==> src/rtl/tr_pkg.sv <==
// Shared definitions for the step/direction decoder.
//   tr_state_e    : decoder FSM state encoding
//   *_DEF         : default parameter values used by the decoder modules
package tr_pkg;

  typedef enum logic [1:0] {
    ST_DISABLED = 2'd0,
    ST_IDLE     = 2'd1,
    ST_RUN      = 2'd2,
    ST_STALL    = 2'd3
  } tr_state_e;

  localparam int POS_W_DEF     = 37;
  localparam int PER_W_DEF     = 17;
  localparam int MIN_HIGH_DEF  = 2;
  localparam int DIR_SETUP_DEF = 2;
  localparam int TIMEOUT_DEF   = 100000;

endpackage

==> src/rtl/step_filter.sv <==
// Two-flop synchronizer followed by a minimum-high-time filter for the step
// input. Emits a single registered pulse once the synchronized input has been
// high for MIN_HIGH consecutive cycles; a level held high longer gives no
// further pulses until it drops and rises again.
//   clk   : system clock
//   rst   : asynchronous active-low reset
//   din   : asynchronous step input
//   pulse : one-cycle pulse per accepted step
module step_filter
  import tr_pkg::*;
#(
  parameter int MIN_HIGH = MIN_HIGH_DEF
) (
  input  logic clk,
  input  logic rst,
  input  logic din,
  output logic pulse
);

  localparam int              CNT_W   = $clog2(MIN_HIGH + 1);
  localparam logic [CNT_W-1:0] CNT_MAX = CNT_W'(MIN_HIGH);
  localparam logic [CNT_W-1:0] CNT_HIT = CNT_W'(MIN_HIGH - 1);

  logic             sync1;
  logic             sync2;
  logic [CNT_W-1:0] high_cnt;

  always_ff @(posedge clk or negedge rst) begin
    if (!rst) begin
      sync1    <= 1'b0;
      sync2    <= 1'b0;
      high_cnt <= '0;
      pulse    <= 1'b0;
    end else begin
      sync1 <= din;
      sync2 <= sync1;
      pulse <= 1'b0;
      if (!sync2) begin
        high_cnt <= '0;
      end else if (high_cnt != CNT_MAX) begin
        // Saturating at MIN_HIGH is what makes a held level count once.
        high_cnt <= high_cnt + CNT_W'(1);
        if (high_cnt == CNT_HIT) pulse <= 1'b1;
      end
    end
  end

endmodule

==> src/rtl/step_dir_decoder.sv <==
// Step/direction decoder: turns an asynchronous step/dir pair into a signed
// position count, measures the step period and flags timing problems.
//   clk           : system clock
//   rst           : asynchronous active-low reset
//   drv_step      : asynchronous step pulse
//   drv_dir       : asynchronous direction (1 = up, 0 = down)
//   drv_enable_SM : asynchronous enable; low forces DISABLED
//   pos_load      : load pos_preset into position (wins over a step)
//   pos_preset    : signed load value
//   position      : signed step count, two's-complement wrap
//   step_strobe   : one-cycle pulse per accepted step
//   period        : clk cycles between the last two accepted steps
//   period_valid  : one-cycle pulse when period updates
//   dir_err       : sticky, direction changed too close to a step
//   pos_ovf       : sticky, position wrapped
//   stalled       : high while in STALL
//
// state       | meaning
// ST_DISABLED | enable low; steps ignored, outputs held, interval cleared
// ST_IDLE     | enabled, no step seen yet
// ST_RUN      | stepping; each step updates period
// ST_STALL    | no step for TIMEOUT cycles; next step resumes RUN silently
module step_dir_decoder
  import tr_pkg::*;
#(
  parameter int POS_W     = POS_W_DEF,
  parameter int PER_W     = PER_W_DEF,
  parameter int MIN_HIGH  = MIN_HIGH_DEF,
  parameter int DIR_SETUP = DIR_SETUP_DEF,
  parameter int TIMEOUT   = TIMEOUT_DEF
) (
  input  logic                    clk,
  input  logic                    rst,
  input  logic                    drv_step,
  input  logic                    drv_dir,
  input  logic                    drv_enable_SM,
  input  logic                    pos_load,
  input  logic signed [POS_W-1:0] pos_preset,
  output logic signed [POS_W-1:0] position,
  output logic                    step_strobe,
  output logic        [PER_W-1:0] period,
  output logic                    period_valid,
  output logic                    dir_err,
  output logic                    pos_ovf,
  output logic                    stalled
);

  localparam logic signed [POS_W-1:0] POS_MAX = {1'b0, {(POS_W-1){1'b1}}};
  localparam logic signed [POS_W-1:0] POS_MIN = {1'b1, {(POS_W-1){1'b0}}};

  // A TIMEOUT beyond the counter range is clamped so the saturated counter
  // still reaches it.
  localparam logic [PER_W-1:0] TIMEOUT_CNT =
    (TIMEOUT >= 2**PER_W) ? {PER_W{1'b1}} : PER_W'(TIMEOUT);

  // The filter pulse comes MIN_HIGH cycles after the synchronized step rose,
  // so requiring DIR_SETUP + MIN_HIGH cycles of stable dir at acceptance means
  // dir was stable DIR_SETUP cycles before the synchronized step edge and
  // did not move while the step was being qualified.
  localparam int              AGE_MAX = DIR_SETUP + MIN_HIGH;
  localparam int              AGE_W   = $clog2(AGE_MAX + 1);
  localparam logic [AGE_W-1:0] AGE_LIM = AGE_W'(AGE_MAX);

  tr_state_e        state;
  logic             step_pulse;
  logic             step_acc;
  logic             dir_s1, dir_s2;
  logic             en_s1, en_s2;
  logic [AGE_W-1:0] dir_age;
  logic [PER_W-1:0] interval;
  logic [PER_W-1:0] interval_inc;

  step_filter #(.MIN_HIGH(MIN_HIGH)) u_step_filter (
    .clk   (clk),
    .rst   (rst),
    .din   (drv_step),
    .pulse (step_pulse)
  );

  assign step_acc     = step_pulse && en_s2 && (state != ST_DISABLED);
  assign interval_inc = (interval == {PER_W{1'b1}}) ? interval : interval + PER_W'(1);

  always_ff @(posedge clk or negedge rst) begin
    if (!rst) begin
      dir_s1       <= 1'b0;
      dir_s2       <= 1'b0;
      en_s1        <= 1'b0;
      en_s2        <= 1'b0;
      dir_age      <= AGE_LIM;  // no dir history after reset: treat as settled
      state        <= ST_DISABLED;
      interval     <= '0;
      position     <= '0;
      period       <= '0;
      step_strobe  <= 1'b0;
      period_valid <= 1'b0;
      dir_err      <= 1'b0;
      pos_ovf      <= 1'b0;
      stalled      <= 1'b0;
    end else begin
      dir_s1 <= drv_dir;
      dir_s2 <= dir_s1;
      en_s1  <= drv_enable_SM;
      en_s2  <= en_s1;

      if (dir_s1 != dir_s2)      dir_age <= '0;
      else if (dir_age != AGE_LIM) dir_age <= dir_age + AGE_W'(1);

      step_strobe  <= step_acc;
      period_valid <= 1'b0;

      if (!en_s2) begin
        state    <= ST_DISABLED;
        interval <= '0;
        stalled  <= 1'b0;
      end else begin
        case (state)
          ST_DISABLED: begin
            state    <= ST_IDLE;
            interval <= '0;
          end
          ST_IDLE: begin
            if (step_acc) begin
              state    <= ST_RUN;
              interval <= PER_W'(1);
            end
          end
          ST_RUN: begin
            if (step_acc) begin
              period       <= interval;
              period_valid <= 1'b1;
              interval     <= PER_W'(1);
            end else if (interval == TIMEOUT_CNT) begin
              state    <= ST_STALL;
              stalled  <= 1'b1;
              interval <= interval_inc;
            end else begin
              interval <= interval_inc;
            end
          end
          ST_STALL: begin
            if (step_acc) begin
              state    <= ST_RUN;
              stalled  <= 1'b0;
              interval <= PER_W'(1);
            end else begin
              interval <= interval_inc;
            end
          end
          default: state <= ST_DISABLED;
        endcase
      end

      if (pos_load) begin
        position <= pos_preset;
        pos_ovf  <= 1'b0;
        dir_err  <= 1'b0;
      end else if (step_acc) begin
        if (dir_s2) begin
          position <= position + POS_W'(1);
          if (position == POS_MAX) pos_ovf <= 1'b1;
        end else begin
          position <= position - POS_W'(1);
          if (position == POS_MIN) pos_ovf <= 1'b1;
        end
        if (dir_age != AGE_LIM) dir_err <= 1'b1;
      end
    end
  end

endmodule
==> config.mk <==
export PLATFORM = sky130hd
export DESIGN_NAME = step_dir_decoder
export DESIGN_NICKNAME = d
export VERILOG_FILES = /design/src/rtl/tr_pkg.sv /design/src/rtl/step_filter.sv /design/src/rtl/step_dir_decoder.sv
export SDC_FILE = /design/constraint.sdc
export NUM_CORES = 1
export LEC_CHECK = 0
export CAP_MARGIN = 10
export CORE_MARGIN = 2
export CORE_UTILIZATION = 50
export CTS_CLUSTER_DIAMETER = 50
export CTS_CLUSTER_SIZE = 16
export DETAILED_ROUTE_END_ITERATION = 8
export PLACE_DENSITY = 0.76
export SLEW_MARGIN = 20
export SYNTH_ARGS = -nofsm -noshare
export SYNTH_HDL_FRONTEND = slang
export SYNTH_SLANG_ARGS = --single-unit
==> constraint.sdc <==
create_clock -name clk -period 4.16 [get_ports clk]
set_input_delay 1.04 -clock clk [delete_from_list [all_inputs] [get_ports clk]]
set_output_delay 1.04 -clock clk [all_outputs]
set_load 0.05 [all_outputs]
==> run_results.csv, run 1 <==
group,metric,value,unit
synthesis,yosysTopAreaCell,"dfrtp_1",
synthesis,synth_area,0.00616,mm²
placed_design,numPortBuffers,101,
finish,final_util,0.624,
clocking,cts_root_buf,"clkbuf_16",
floorplanning,io_pins,102,
clocking,clockBufferDepth,2,
placed_design,place_congestion,0.908,
sta,timing.hold.ws,353,ps
global_route,grt_start_max_net_pins,63,
clocking,cts_setup_buffers,0,
synthesis,synthTopCellsByArea,"dfrtp_1 36%, ha_1 8.5%, nand2_1 7.5%, a21oi_1 5.1%, o21ai_0 4.4%",
sta,fin_crit_sh,0.850,
route,final_antenna_net_count,0,
route,drtPass1Iterations,5,
route,wl,16300,µm
finish,diodes,0,
route,dr_total_vias,5736,
clocking,cts_resized,0,
sta,setup_viol,0,
sta,fin_setup_tns,0,ps
synthesis,synth-edff-count,0,
finish,num-nets-final,884,
global_route,grt_pass1_vias,5618,
floorplanning,initial_core_util,0.513,
synthesis,ys_warn_count,0,
clocking,tritoncts,"done",
global_route,grt.overflow.total,0,
placed_design,detailed_place_hpwl,11900,µm
outcome,status,"finished, final reports clean",
synthesis,syn-num-nets,798,
placed_design,dpl_worst_slack,643,ps
finish,drive_above_1_share,0.0623,
worst_setup_path,crit_type,"reg -> reg",
power,power_density,406,mW/mm²
sta,rsz0062_at_grt,"false",
worst_setup_path,start_kind,"register",
clocking,cts_made_buffers,9,
sta,worst_pin_slew,664,ps
sta,fmax,0.283,GHz
worst_setup_path,ff2ff_setup_slack,620,ps
floorplanning,fp.coreArea,0.0120,mm²
synthesis,ys_types,73,
route,drc,0,
synthesis,synth_common_cells,"123 x nand2_1, 89 x dfrtp_1, 63 x a21oi_1",
placed_design,placed_cells_incl_taps,934,
route,detail_route.iter0.violations,339,
global_route,grt.total_usage,0.256,
floorplanning,die_area,0.0132,mm²
sta,finClkSkew,10.2,ps
run,drv_cap,0,
synthesis,synth_top_area_share,0.361,
clocking,cts_hold_buffers,0,
sta,min_period,3540,ps
clocking,clk_pin_slew,70,ps
synthesis,synth_area_per_cell,8.66,µm²
synthesis,synthCells,712,
synthesis,async_flop_share,1.00,
sta,slew-limit-headroom,0.555,
route,wl_per_cell,17.1,µm
route,via_per_inst,6.04,
sta,drv_slew,0,
synthesis,synth_flop_cell,"dfrtp_1",
synthesis,synthMostInstantiatedCell,"nand2_1",
global_route,antenna_found_initial,0,
clocking,cts-htree-levels,3,
global_route,grt_pass1_wl,27200,µm
clocking,insertion_delay,360,ps
floorplanning,die_h,115,µm
power,irDropWorstVdd,0.000278,V
sta,hold_viol,0,
worst_setup_path,required,4390,ps
clocking,clkSinkCount,90,
synthesis,ys_seq_area_frac,0.366,
worst_setup_path,crit_path_end_kind,"register",
sta,fin_ws,625,ps
hold_path,min_path_type,"reg -> reg",
finish,stdcell_count,950,
synthesis,ys_ff_latch,90,
worst_setup_path,worstPathArrival,3770,ps
finish,syn_to_final_growth,21.6,%
floorplanning,rows,40,
worst_setup_path,crit_path_max_fanout,16,
floorplanning,die_width,115,µm
power,p_leak,3.34,nW
where the power goes:
part           total [W]  switching, W  internal, W
registers        0.00106      0.000108     0.000948
clock network   0.000873      0.000395     0.000478
logic            0.00112      0.000672     0.000445
total            0.00305       0.00118      0.00187
routing by layer:
| metal | up-vias | global-route usage | part of all wire |
|---|---|---|---|
| met3 | 26 | 0.0353 | 0.048 |
| met1 | 2783 | 0.336 | 0.44 |
| met2 | 180 | 0.436 | 0.49 |
| li1 | 2747 | - | - |
| met4 | 0 | 0.0940 | 0.021 |
| met5 | - | 0 | 0 |
critical path, cell delays in order, from the launching register on:
cell and delay (ps):
dfrtp_1 450, inv_1 450, ha_1 390, a21o_1 220, a31o_2 230, o21ai_2 210
a31oi_4 150, a221oi_1 450, o21ai_1 190, a41o_1 280, a21oi_1 180, or4_1 130
nand3_1 80
state kept, by name (all words and copies together) (netlist names), 2 cells and up:
| name | count |
|---|---|
| position | 37 |
| u_step_filter.high_cnt | 2 |
| interval | 17 |
| period | 17 |
| dir_age | 3 |
| state | 2 |
logic make-up after synthesis:
family	Yosys count	share of synthesized area
xor+xnor	40	0.0568
mux	6	0.0101
buf+inv	49	0.0446
compound gates	204	0.218
fa+ha+maj	43	0.0885
simple gates	280	0.216
flops	90	0.366
placed cells by master, fill, tap and decap left out, types with 15 or more instances in the layout:
cell type	Yosys	final
ha_1	42	42
dfrtp_1	89	89
xor2_1	17	17
a21oi_1	63	63
nor2_1	54	54
inv_1	15	15
xnor2_1	23	23
nand2_1	123	123
o21ai_0	54	54
clkdlybuf4s50_1	0	99
nand4_1	19	19
a21o_1	20	20
worst paths after layout:
check / start / to / depth (start not counted)
setup / recovery: dir_s2$_DFF_PN0_ / position[21]$_DFFE_PN0P_ / 12
hold / removal: u_step_filter.sync1$_DFF_PN0_ / u_step_filter.sync2$_DFF_PN0_ / 0
setup reg to reg: dir_s2$_DFF_PN0_ / position[21]$_DFFE_PN0P_ / 12
hold reg to reg: u_step_filter.sync1$_DFF_PN0_ / u_step_filter.sync2$_DFF_PN0_ / 0
max in group asynchronous: rst / dir_age[2]$_DFFE_PN1P_ / 2
min in group asynchronous: rst / period[13]$_DFFE_PN0P_ / 1
layout make-up:
class	count	area, µm²
sequential	90	2250
inverter	16	60.1
multi-input combinational	573	3640
timing repair buffer	108	1060
clock inverter	7	83.8
fill	1060	4510
clock buffer	9	225
tap	147	184
per-stage QoR:
stage / area, µm² / total power, W
6_report: 7500 / 0.00305
3_3_place_gp: 7190 / 0.00214
4_1_cts: 7500 / 0.00305
2_1_floorplan: 6160 / 0.00187
3_5_place_dp: 7190 / 0.00217
5_1_grt: 7500 / 0.00321
No activity file was read; power rests on OpenSTA's default activity.
==> run 2: changes to the inputs <==
Clock period 4.16 ns to 3.5 ns, I/O delays scaled along.
==> run 2 against run 1 <==
Non-clock buffer count increased by 12. Sequential power rose by 18%. Setup slack worse by 540 ps. Flip-flop and latch count unchanged. Final area increased by 1.7%. Power grew 21%. Clock-buffer cell count did not move. Critical endpoint is now position[33]$_DFFE_PN0P_. Largest power group unchanged. Highest routed layer unchanged.
==> run_results.csv, run 2 (synthesized netlist as in run 1, its figures left out) <==
group,metric,value,unit
outcome,status,"finished, final reports clean",
floorplanning,die_area,0.0132,mm²
power,p_leak,3.39,nW
sta,slew-limit-headroom,0.631,
finish,largestRegisters,"position (37), interval (17), period (17)",
worst_setup_path,crit_path_start,"dir_s2$_DFF_PN0_",
floorplanning,rows,40,
worst_setup_path,cp_cell_sequence,"clkinvlp_4 > buf_4 > ha_1 > nand3_1 > nor2_2 > o21ai_2 > a31oi_4 > a41oi_4 > o41ai_4 > a31oi_4 > o31ai_2 > xor2_1 > a221o_1",
worst_setup_path,crit_path_end_kind,"register",
finish,syn_to_final_growth,23.7,%
clocking,cts_made_buffers,9,
route,dr_total_vias,5689,
sta,drv_slew,0,
hold_path,min_path_type,"reg -> reg",
route,drtPass1Iterations,5,
sta,timing.hold.ws,358,ps
worst_setup_path,ff2ff_setup_slack,90,ps
floorplanning,io_pins,102,
route,final_antenna_net_count,0,
placed_design,place_congestion,0.888,
route,drc,0,
global_route,antenna_found_initial,0,
finish,largest_register_ffs,37,
sta,fmax,0.293,GHz
worst_setup_path,crit_top_cell,"a31oi_4",
worst_setup_path,start_kind,"register",
route,wl,16100,µm
finish,final_util,0.635,
finish,fill_cells,1019,
sta,hold_viol,0,
finish,regMostFlops,"position",
worst_setup_path,worstPathArrival,3660,ps
global_route,grt.overflow.total,0,
floorplanning,die_width,115,µm
sta,min_period,3410,ps
floorplanning,fp.coreArea,0.0120,mm²
worst_setup_path,worst_path_max_delay_cell,"o41ai_4",
worst_setup_path,r2r_end,"position[33]$_DFFE_PN0P_",
sta,setup_viol,0,
worst_setup_path,crit_path_max_fanout,10,
floorplanning,die_h,115,µm
sta,fin_setup_tns,0,ps
floorplanning,initial_core_util,0.513,
route,detail_route.iter0.violations,396,
placed_design,detailed_place_hpwl,11700,µm
placed_design,numPortBuffers,101,
sta,finClkSkew,7.48,ps
worst_setup_path,required,3740,ps
sta,worst_pin_slew,554,ps
sta,fin_crit_sh,0.975,
clocking,clk_pin_slew,70,ps
clocking,clkSinkCount,90,
placed_design,placed_cells_incl_taps,938,
worst_setup_path,rr_startpoint,"dir_s2$_DFF_PN0_",
clocking,tritoncts,"done",
worst_setup_path,crit_end,"position[33]$_DFFE_PN0P_",
power,power_density,482,mW/mm²
route,via_per_inst,5.91,
finish,drive_above_1_share,0.0822,
finish,most-common-layout-cells,"123 x nand2_1, 99 x clkdlybuf4s50_1, 89 x dfrtp_1, 62 x a21oi_1",
global_route,grt_pass1_vias,5483,
worst_setup_path,r2r_cells,13,
worst_setup_path,crit_type,"reg -> reg",
clocking,clockBufferDepth,2,
clocking,cts-htree-levels,3,
global_route,grt_pass1_wl,26600,µm
global_route,grt.total_usage,0.251,
clocking,cts_root_buf,"clkbuf_16",
finish,diodes,0,
clocking,insertion_delay,360,ps
global_route,grt_start_max_net_pins,61,
run,drv_cap,0,
finish,num-nets-final,896,
worst_setup_path,max_stage_delay,450,ps
power,report.power.total,0.00367,W
finish,stdcell_count,962,
route,wl_per_cell,16.8,µm
power,irDropWorstVdd,0.000314,V
finish,final_common_cell,"nand2_1",
clocking,cts_hold_buffers,0,
==> run 2: per-stage QoR <==
step,worst slack (ps),cell area [µm²]
6_report,88.7,7620
5_1_grt,-86.0,7620
4_1_cts,169,7540
3_5_place_dp,195,7220
3_3_place_gp,327,7220
2_1_floorplan,2.71,6160
==> run 2: worst max-delay path: cells and delay by family (launching register included) <==
family | cells | cell delay [ps]
AOI/OAI and AO/OA | 7 | 1830
DFF | 1 | 390
buffers and inverters | 2 | 390
adders and majority gates | 1 | 330
and+or+nand+nor | 2 | 270
xor gates and xnor gates | 1 | 100
==> run 2: power by group <==
| group | total (W) | switching [W] | internal [W] |
|---|---|---|---|
| Clock | 0.00108 | 0.000444 | 0.000632 |
| Combinational | 0.00134 | 0.000797 | 0.000547 |
| Sequential | 0.00125 | 0.000127 | 0.00113 |
| Total | 0.00367 | 0.00137 | 0.00231 |
==> run 2: per-layer routing <==
metal  vias up  GRT usage  wire (µm)
li1       2767          -          -
met1      2719      0.325       7040
met2       176      0.420       7820
met3        27     0.0432        905
met4         0      0.100        355
met5         -          0          0
==> run 2: final cells by class <==
class	count	area, µm²	area share
tap	147	184	0.0241
inverter	16	63.8	0.00837
timing repair buffer	120	1150	0.150
clock inverter	7	100	0.0131
clock buffer	9	225	0.0295
multi-input combinational	573	3650	0.479
sequential	90	2250	0.296
==> run 2: worst min-delay path by stage <==
| stage | start | endpoint | slack, ps | cells past startpoint |
|---|---|---|---|---|
| detailed placement | u_step_filter.sync1$_DFF_PN0_ | u_step_filter.sync2$_DFF_PN0_ | 340 | 0 |
| floorplan | en_s1$_DFF_PN0_ | en_s2$_DFF_PN0_ | 330 | 0 |
| global route | en_s1$_DFF_PN0_ | en_s2$_DFF_PN0_ | 380 | 0 |
| finish | en_s1$_DFF_PN0_ | en_s2$_DFF_PN0_ | 360 | 0 |
| global placement | en_s1$_DFF_PN0_ | en_s2$_DFF_PN0_ | 330 | 0 |
| CTS | u_step_filter.sync1$_DFF_PN0_ | u_step_filter.sync2$_DFF_PN0_ | 360 | 0 |
==> run 2: what timing repair did <==
item / 4_1_cts / 5_1_grt
buffers inserted: 0 / 8
resized for setup: 0 / 5
endpoints found under the setup margin: 0 / 10
